$ cat src/rtl/uart_cmd_parser.sv
// uart_cmd_parser: assembles UART bytes into framed commands
// (header, CMD, LEN, payload, CHK). Good frames are published with a
// one-cycle frame_valid; aborted frames raise a one-cycle frame_err
// and a held err_code.
//
// Input handshake: rx_valid is a one-cycle strobe with no back-pressure.
// Every strobed byte is consumed in the cycle it arrives. Results
// (frame_valid / frame_err) appear in the cycle after the deciding strobe.
module uart_cmd_parser #(
  parameter int          SYSCLKHZ    = 125_000_000,
  parameter int          MAX_LEN     = 8,
  parameter int          TIMEOUT_CYC = SYSCLKHZ / 1000,
  parameter logic [7:0]  HEADER      = 8'hAA
) (
  input  logic                 clk,
  input  logic                 rst_n,
  input  logic [7:0]           rx_data,
  input  logic                 rx_valid,
  output logic [7:0]           cmd,
  output logic [3:0]           len,
  output logic [8*MAX_LEN-1:0] payload,
  output logic                 frame_valid,
  output logic                 frame_err,
  output logic [1:0]           err_code,
  output logic [4:0]           state_dbg
);

  localparam int CW = (TIMEOUT_CYC > 1) ? $clog2(TIMEOUT_CYC) : 1;
  localparam logic [CW-1:0] TO_LAST   = CW'(TIMEOUT_CYC - 1);
  localparam logic [7:0]    MAX_LEN_B = 8'(MAX_LEN);

  localparam logic [4:0] S_IDLE = 5'b00001;
  localparam logic [4:0] S_CMD  = 5'b00010;
  localparam logic [4:0] S_LEN  = 5'b00100;
  localparam logic [4:0] S_DATA = 5'b01000;
  localparam logic [4:0] S_CHK  = 5'b10000;

  logic [4:0]           state;
  logic [CW-1:0]        to_cnt;
  logic [3:0]           idx;
  logic [7:0]           chk;
  logic [7:0]           cmd_sh;
  logic [3:0]           len_sh;
  logic [8*MAX_LEN-1:0] pay_sh;
  logic                 timeout_hit;

  // A strobe in the terminal-count cycle wins over the timeout.
  assign timeout_hit = (state != S_IDLE) && !rx_valid && (to_cnt == TO_LAST);
  assign state_dbg   = state;

  // Inter-byte idle counter, only running while a frame is open.
  always_ff @(posedge clk or negedge rst_n) begin
    if (!rst_n) begin
      to_cnt <= '0;
    end else if (state == S_IDLE || rx_valid || timeout_hit) begin
      to_cnt <= '0;
    end else begin
      to_cnt <= to_cnt + 1'b1;
    end
  end

  // Frame FSM, shadow capture, checksum and output publication.
  always_ff @(posedge clk or negedge rst_n) begin
    if (!rst_n) begin
      state       <= S_IDLE;
      idx         <= '0;
      chk         <= '0;
      cmd_sh      <= '0;
      len_sh      <= '0;
      pay_sh      <= '0;
      cmd         <= '0;
      len         <= '0;
      payload     <= '0;
      frame_valid <= 1'b0;
      frame_err   <= 1'b0;
      err_code    <= 2'b00;
    end else begin
      frame_valid <= 1'b0;
      frame_err   <= 1'b0;
      if (timeout_hit) begin
        frame_err <= 1'b1;
        err_code  <= 2'b11;
        state     <= S_IDLE;
      end else if (rx_valid) begin
        case (state)
          S_IDLE: begin
            if (rx_data == HEADER) begin
              chk    <= '0;
              pay_sh <= '0;
              state  <= S_CMD;
            end
          end
          S_CMD: begin
            cmd_sh <= rx_data;
            chk    <= rx_data;
            state  <= S_LEN;
          end
          S_LEN: begin
            if (rx_data > MAX_LEN_B) begin
              frame_err <= 1'b1;
              err_code  <= 2'b01;
              state     <= S_IDLE;
            end else begin
              chk    <= chk ^ rx_data;
              len_sh <= rx_data[3:0];
              idx    <= '0;
              state  <= (rx_data == 8'd0) ? S_CHK : S_DATA;
            end
          end
          S_DATA: begin
            for (int i = 0; i < MAX_LEN; i++) begin
              if (idx == 4'(i)) pay_sh[8*i +: 8] <= rx_data;
            end
            chk <= chk ^ rx_data;
            if (idx == len_sh - 4'd1) begin
              state <= S_CHK;
            end else begin
              idx <= idx + 4'd1;
            end
          end
          S_CHK: begin
            if (rx_data == chk) begin
              cmd         <= cmd_sh;
              len         <= len_sh;
              payload     <= pay_sh;
              frame_valid <= 1'b1;
            end else begin
              frame_err <= 1'b1;
              err_code  <= 2'b10;
            end
            state <= S_IDLE;
          end
          default: state <= S_IDLE;
        endcase
      end
    end
  end

endmodule

$ cat config.mk
export PLATFORM = sky130hd
export DESIGN_NAME = uart_cmd_parser
export DESIGN_NICKNAME = d
export VERILOG_FILES = /design/src/rtl/uart_cmd_parser.sv
export SDC_FILE = /design/constraint.sdc
export NUM_CORES = 1
export LEC_CHECK = 0
export BUFFER_PORTS_ARGS = -buffer_cell sky130_fd_sc_hd__buf_2
export CAP_MARGIN = 30
export CORE_UTILIZATION = 40
export DETAILED_ROUTE_END_ITERATION = 16
export PLACE_DENSITY = 0.65
export SLEW_MARGIN = 20
export SYNTH_ARGS = -nofsm -noshare
export SYNTH_HDL_FRONTEND = slang
export SYNTH_SLANG_ARGS = --single-unit
$ cat constraint.sdc
create_clock -name clk -period 4.3 [get_ports clk]
set_input_delay 0.645 -clock clk [delete_from_list [all_inputs] [get_ports clk]]
set_output_delay 0.645 -clock clk [all_outputs]
set_load 0.05 [all_outputs]
==> results of run 1 <==
==> layer usage <==
metal | routed length, um | track usage
met2 | 8670 | 0.284
met5 | 0 | 0
met1 | 7680 | 0.224
met3 | 634 | 0.0386
met4 | 250 | 0.0542
==> synth_stat cells (3+ instances only) <==
master	instances	area, um2
dfrtp_1	189	4730
mux2_2	118	1330
nor2_1	34	128
nand2_1	30	113
clkbuf_1	29	109
mux2_4	24	360
xor2_1	22	193
o21ai_0	17	85.1
nand3_1	13	65.1
inv_1	10	37.5
and2_1	9	56.3
o31ai_1	9	67.6
a21oi_1	8	40.0
mux2_1	8	90.1
o21ai_1	8	40.0
nor3_1	7	35.0
xnor2_1	7	61.3
ha_1	6	75.1
buf_2	5	25.0
buf_6	5	56.3
nand4_1	5	31.3
nor4_1	5	31.3
or2_1	5	31.3
nand2b_1	4	25.0
o211ai_1	4	30.0
or3_1	4	25.0
mux2i_1	3	30.0
nor2_4	3	33.8
==> registers in the layout, summed over array words and instances, names as in the netlist <==
name / flops
chk: 8
cmd: 8
cmd_sh: 8
err_code: 2
frame_err: 1
frame_valid: 1
idx: 4
len: 4
len_sh: 4
pay_sh: 64
payload: 64
state_dbg: 5
to_cnt: 17
==> per-stage QoR <==
step | util | power, mW
2_1_floorplan | - | 1.97
3_3_place_gp | 0.442 | 2.03
3_5_place_dp | 0.442 | 2.04
4_1_cts | 0.470 | 3.54
5_1_grt | 0.470 | 3.63
6_report | 0.470 | 3.50
==> worst min path at each step <==
| stage | from | endpoint | depth (start not counted) |
|---|---|---|---|
| floorplan | rst_n | chk[0] | 0 |
| global placement | to_cnt[0] | to_cnt[0] | 1 |
| detailed placement | to_cnt[0] | to_cnt[0] | 1 |
| CTS | rst_n | payload[24] | 1 |
| global route | rst_n | payload[24] | 1 |
| finish | rst_n | payload[24] | 1 |
==> where the power goes <==
part           internal (mW)  switching [mW]  total (mW)  leakage, nW
Clock                  0.778           0.721        1.50        0.277
Combinational         0.0539           0.138       0.192         2.00
Sequential              1.80          0.0107        1.81         2.62
Total                   2.63           0.869        3.50         4.89
==> placed cells by master, fill, tap and decap left out, types with 3 or more instances in the layout <==
| master | netlist | routed |
|---|---|---|
| nor2_1 | 34 | 33 |
| clkbuf_16 | 0 | 17 |
| nand2_1 | 30 | 30 |
| buf_4 | 0 | 4 |
| mux2_1 | 8 | 8 |
| inv_6 | 0 | 4 |
| ha_1 | 6 | 6 |
| nor3_1 | 7 | 7 |
| buf_2 | 5 | 94 |
| and2_1 | 9 | 9 |
| inv_1 | 10 | 10 |
| clkinv_4 | 0 | 3 |
| or3_1 | 4 | 4 |
| or2_1 | 5 | 5 |
| o21ai_0 | 17 | 17 |
| mux2_2 | 118 | 118 |
| nor4_1 | 5 | 5 |
| mux2i_1 | 3 | 3 |
| o31ai_1 | 9 | 9 |
| a21oi_1 | 8 | 8 |
| o21ai_1 | 8 | 8 |
| xor2_1 | 22 | 22 |
| nor2_4 | 3 | 4 |
| mux2_4 | 24 | 24 |
| o211ai_1 | 4 | 4 |
| nand2b_1 | 4 | 4 |
| nand3_1 | 13 | 13 |
| xnor2_1 | 7 | 7 |
| nand4_1 | 5 | 5 |
| dfrtp_1 | 189 | 189 |
==> critical path, cell delays in order <==
cell,delay [ns]
buf_2,0.15
or2_1,0.26
or4_4,0.50
a211o_1,0.50
or2_1,0.50
mux2_4,0.37
==> kinds of logic after synthesis <==
logic type	after synthesis	share of synthesized area
compound gates	59	0.0458
xor+xnor	30	0.0336
fa+ha+maj	6	0.00913
buf+inv	49	0.0277
flops	190	0.578
mux	153	0.220
simple gates	135	0.0855
==> layout make-up <==
class / instances / area share
Multi-Input combinational cell: 383 / 0.343
Tap cell: 270 / 0.0356
Inverter: 10 / 0.00396
Timing Repair Buffer: 100 / 0.0561
Clock inverter: 13 / 0.0136
Clock buffer: 18 / 0.0463
Sequential cell: 190 / 0.502
==> impl_metrics.env, run 1 <==
export IMPL_syn2layout_area_growth_pct=15.3
export IMPL_cts_setup_buffers=0
export IMPL_timing_setup_tns_ns=0
export IMPL_finalCriticalPeriod_ns=2.61
export IMPL_path_class="in2reg"
export IMPL_ir_worst_vdd_mv=0.262
export IMPL_antenna_left=0
export IMPL_placedCellCount=953
export IMPL_stdcell_count=984
export IMPL_antenna_found_initial=0
export IMPL_synthesis_nets=639
export IMPL_ys_seq_area_frac=0.578
export IMPL_htreeDepth=4
export IMPL_antenna_cells=0
export IMPL_dp_final_hpwl_um=11900
export IMPL_yosysWarnings=0
export IMPL_ys_ff_latch=190
export IMPL_endpoint="pay_sh[47]"
export IMPL_maxCapViolCount=0
export IMPL_root_buffer="clkbuf_16"
export IMPL_initial_core_util=0.408
export IMPL_die_h_um=145
export IMPL_r2r_end="pay_sh[47]"
export IMPL_first_iter_violations=285
export IMPL_port_buffers=95
export IMPL_rows=52
export IMPL_grt_pass1_wl_um=28200
export IMPL_num_fill_cells=1777
export IMPL_multi_input_area_um2=3250
export IMPL_clkSlewWorstSetupHoldPaths_ns=0.08
export IMPL_setup_slack_ns=1.69
export IMPL_skew_ns=0.0136
export IMPL_grt_usage=0.171
export IMPL_pwr_density_cell_nw_per_um2=369
export IMPL_rsz0062_at_grt="false"
export IMPL_dpl_cell_area_um2=8910
export IMPL_synth_edf_count=0
export IMPL_gp_congestion=0.812
export IMPL_synthCells=622
export IMPL_die_area_um2=21100
export IMPL_cts_buffers=17
export IMPL_gr_total_overflow=0
export IMPL_final_hold_violation_count=0
export IMPL_p_leak_nw=4.89
export IMPL_crit_required_ns=4.62
export IMPL_post_place_ws_ns=1.26
export IMPL_r2r_slack_ns=1.71
export IMPL_syn_area_um2=8220
export IMPL_die_width_um=145
export IMPL_r2r_cells=5
export IMPL_postLayoutCellArea_um2=9480
export IMPL_grt_start_max_net_pins=105
export IMPL_status="finished, final reports clean"
export IMPL_ctsResizeCount=0
export IMPL_slew_viol_final=0
export IMPL_drive_above_1_share=0.398
export IMPL_synthFlopType="dfrtp_1"
export IMPL_worstMarginPinSlew_ns=0.828
export IMPL_vias=5010
export IMPL_cp_max_fo=8
export IMPL_hold_path_class="in2async"
export IMPL_cts_sinks=190
export IMPL_endpoint_kind="flop"
export IMPL_r2r_start="state_dbg[2]"
export IMPL_critPathLaunch="rx_data[2]"
export IMPL_postSynthAreaPerCell_um2=13.2
export IMPL_grt_pass1_vias=5158
export IMPL_hold_buffers=0
export IMPL_hold_slack_ns=0.0736
export IMPL_cts_max_path_buffers=2
export IMPL_cts_tree="yes"
export IMPL_synthDistinctLibCells=53
export IMPL_cp_arrival_ns=2.93
export IMPL_wirelength_um=17200
export IMPL_seq_area_um2=4760
export IMPL_wire_per_inst_um=17.5
export IMPL_clk_latency_ns=0.43
export IMPL_drc_errors=0
export IMPL_fin_crit_sh=0.607
export IMPL_relSlewSlack=0.444
export IMPL_finalNetCount=719
export IMPL_synthArstFlopShare=1.00
export IMPL_start_kind="input pin"
export IMPL_setup_violations=0
export IMPL_fmax_ghz=0.383
export IMPL_routed_via_density=5.09
export IMPL_pin_count=96
export IMPL_dr_pass1_iters=4
export IMPL_coreArea_um2=20200
Note: power is estimated with default switching activity, not from simulation.
==> inputs of run 2 (changes only) <==
--- a/config.mk
+++ b/config.mk
@@ -5,6 +5,7 @@
 export SDC_FILE = /design/constraint.sdc
 export NUM_CORES = 1
 export LEC_CHECK = 0
+export ABC_AREA = 1
 export BUFFER_PORTS_ARGS = -buffer_cell sky130_fd_sc_hd__buf_2
 export CAP_MARGIN = 30
 export CORE_UTILIZATION = 40
==> constraint.sdc (replaced) <==
create_clock -name clk -period 2.7 [get_ports clk]
set_input_delay 0.405 -clock clk [delete_from_list [all_inputs] [get_ports clk]]
set_output_delay 0.405 -clock clk [all_outputs]
set_load 0.05 [all_outputs]
==> impl_metrics.env, run 2 <==
export IMPL_synth_edf_count=0
export IMPL_pwr_density_cell_nw_per_um2=713
export IMPL_cp_cell_sequence="nor2_2 -> nand2_1 -> nor2_2 -> nor2_1 -> nand2_2 -> nand2_1 -> nor2_4 -> nand2_2 -> nand2_1 -> nand2_1"
export IMPL_dr_pass1_iters=5
export IMPL_pin_count=96
export IMPL_synthArstFlopShare=1.00
export IMPL_fin_crit_sh=0.726
export IMPL_antenna_found_initial=0
export IMPL_synthTopCellsByCount="nand2_1, dfrtp_1, o21ai_0"
export IMPL_yosysTopAreaCellShare=0.572
export IMPL_synth_area_leaders="dfrtp_1, nand2_1, o21ai_0, nor2_1, inv_1"
export IMPL_final_hold_violation_count=0
export IMPL_worstMarginPinSlew_ns=0.638
export IMPL_ctsResizeCount=0
export IMPL_grt_usage=0.196
export IMPL_path_class="reg2reg"
export IMPL_vias=6497
export IMPL_stdcell_count=1339
export IMPL_num_fill_cells=1983
export IMPL_ys_seq_area_frac=0.576
export IMPL_crit_required_ns=3.02
export IMPL_synth_most_common_cell="nand2_1"
export IMPL_rows=52
export IMPL_postLayoutCellArea_um2=9550
export IMPL_finalCriticalPeriod_ns=1.96
export IMPL_maxCapViolCount=0
export IMPL_cp_common_cell="nand2_1"
export IMPL_grt_busiest_layer="met2"
export IMPL_syn2layout_area_growth_pct=15.6
export IMPL_multi_input_area_um2=3090
export IMPL_grt_pass1_wl_um=33000
export IMPL_cts_tree="yes"
export IMPL_first_iter_violations=478
export IMPL_hold_path_class="in2reg"
export IMPL_cts_max_path_buffers=2
export IMPL_min_path_cells=3
export IMPL_p_leak_nw=5.05
export IMPL_yosysWarnings=0
export IMPL_wire_per_inst_um=14.6
export IMPL_postSynthAreaPerCell_um2=8.61
export IMPL_slew_viol_final=0
export IMPL_timing_setup_tns_ns=0
export IMPL_cts_sinks=190
export IMPL_dp_final_hpwl_um=13100
export IMPL_min_from="rx_data[0]"
export IMPL_cts_buffers=17
export IMPL_placedCellCount=1307
export IMPL_relSlewSlack=0.573
export IMPL_cp_max_fo=9
export IMPL_syn_area_um2=8260
export IMPL_synthFlopType="dfrtp_1"
export IMPL_die_area_um2=21200
export IMPL_root_buffer="clkbuf_16"
export IMPL_synthesis_nets=977
export IMPL_gr_total_overflow=0
export IMPL_met1_usage=0.280
export IMPL_die_h_um=146
export IMPL_synthDistinctLibCells=31
export IMPL_synthCells=960
export IMPL_grt_met3_usage=0.0389
export IMPL_grt_start_max_net_pins=81
export IMPL_routed_via_density=4.85
export IMPL_grtUsageMet2=0.298
export IMPL_initial_core_util=0.408
export IMPL_ir_worst_vdd_mv=0.488
export IMPL_drive_above_1_share=0.154
export IMPL_die_width_um=146
export IMPL_top_regs="pay_sh (64), payload (64), to_cnt (17)"
export IMPL_port_buffers=95
export IMPL_clkSlewWorstSetupHoldPaths_ns=0.07
export IMPL_path_buf_inv=0
export IMPL_endpoint_kind="flop"
export IMPL_final_common_cell="nand2_1"
export IMPL_ys_ff_latch=190
export IMPL_drc_errors=0
export IMPL_cp_arrival_ns=2.28
export IMPL_setup_slack_ns=0.739
export IMPL_fmax_ghz=0.510
export IMPL_seq_area_um2=4760
export IMPL_gp_congestion=0.878
export IMPL_critical_path_cell_count=10
export IMPL_critPathLaunch="state_dbg[2]"
export IMPL_wirelength_um=19600
export IMPL_synth_area_leader_cell="dfrtp_1"
export IMPL_coreArea_um2=20200
export IMPL_slowest_delay_ns=0.44
export IMPL_post_place_ws_ns=0.551
export IMPL_finalNetCount=1074
export IMPL_final_cell_mix="nand2_1, dfrtp_1, buf_2"
export IMPL_rsz0062_at_grt="false"
export IMPL_antenna_left=0
export IMPL_cp_slowest_cell="dfrtp_1"
export IMPL_grt_pass1_vias=6336
export IMPL_start_kind="flop"
export IMPL_path_delay_family="simple AND/OR/NAND/NOR gates"
export IMPL_r2r_cells=10
export IMPL_antenna_cells=0
export IMPL_status="finished, final reports clean"
export IMPL_setup_violations=0
export IMPL_r2r_start="state_dbg[2]"
export IMPL_htreeDepth=4
export IMPL_clk_latency_ns=0.44
export IMPL_dpl_cell_area_um2=8970
export IMPL_skew_ns=0.0133
## run 2: layout make-up
type                    instances  area share
inverters                      54      0.0212
flip-flops and latches        190       0.498
clock inverters                12      0.0132
well taps                     270      0.0354
clock buffers                  19      0.0464
repair buffers                105      0.0627
multi-input cells             689       0.323
## run 2: through the flow
stage	hold WS [ns]	util	power (mW)
after floorplan	0.109	-	4.12
after global placement	0.429	0.443	4.39
after detailed placement	0.430	0.443	4.41
after CTS	0.319	0.472	6.85
after global routing	0.347	0.472	7.14
final	0.338	0.472	6.81
## run 2: logic make-up after synthesis
group,share of synthesized area
compound gates,0.0718
xor+xnor,0.0138
fa+ha+maj,0.00909
buf+inv,0.0506
flops,0.576
simple gates,0.279
## run 2: path summary, 6_finish.rpt
check	to	slack [ns]
setup reg to reg	chk[0]	0.74
hold / removal	cmd_sh[0]	0.34
min in group asynchronous	pay_sh[10]	0.52
max in group asynchronous	payload[27]	1.41
hold reg to reg	to_cnt[0]	0.46
setup / recovery	chk[0]	0.74
## run 2: routing by layer
layer	routed length [um]	vias to the layer above
met2	8710	186
met5	0	-
li1	-	3246
met3	914	30
met4	382	0
met1	9580	3035
## run 2: tightest hold or removal path: stages
cell	delay, ns
buf_2	0.13
inv_2	0.09
o21ai_0	0.09
## run 2: what timing repair did
item,4_1_cts,5_1_grt
endpoints found under the hold margin,61,0
hold buffers,1,0
buffers inserted,0,0
## run 2: power breakdown
group | switching [mW] | internal, mW
Sequential | 0.129 | 3.02
Combinational | 0.884 | 0.329
Clock | 1.13 | 1.32
Total | 2.15 | 4.66
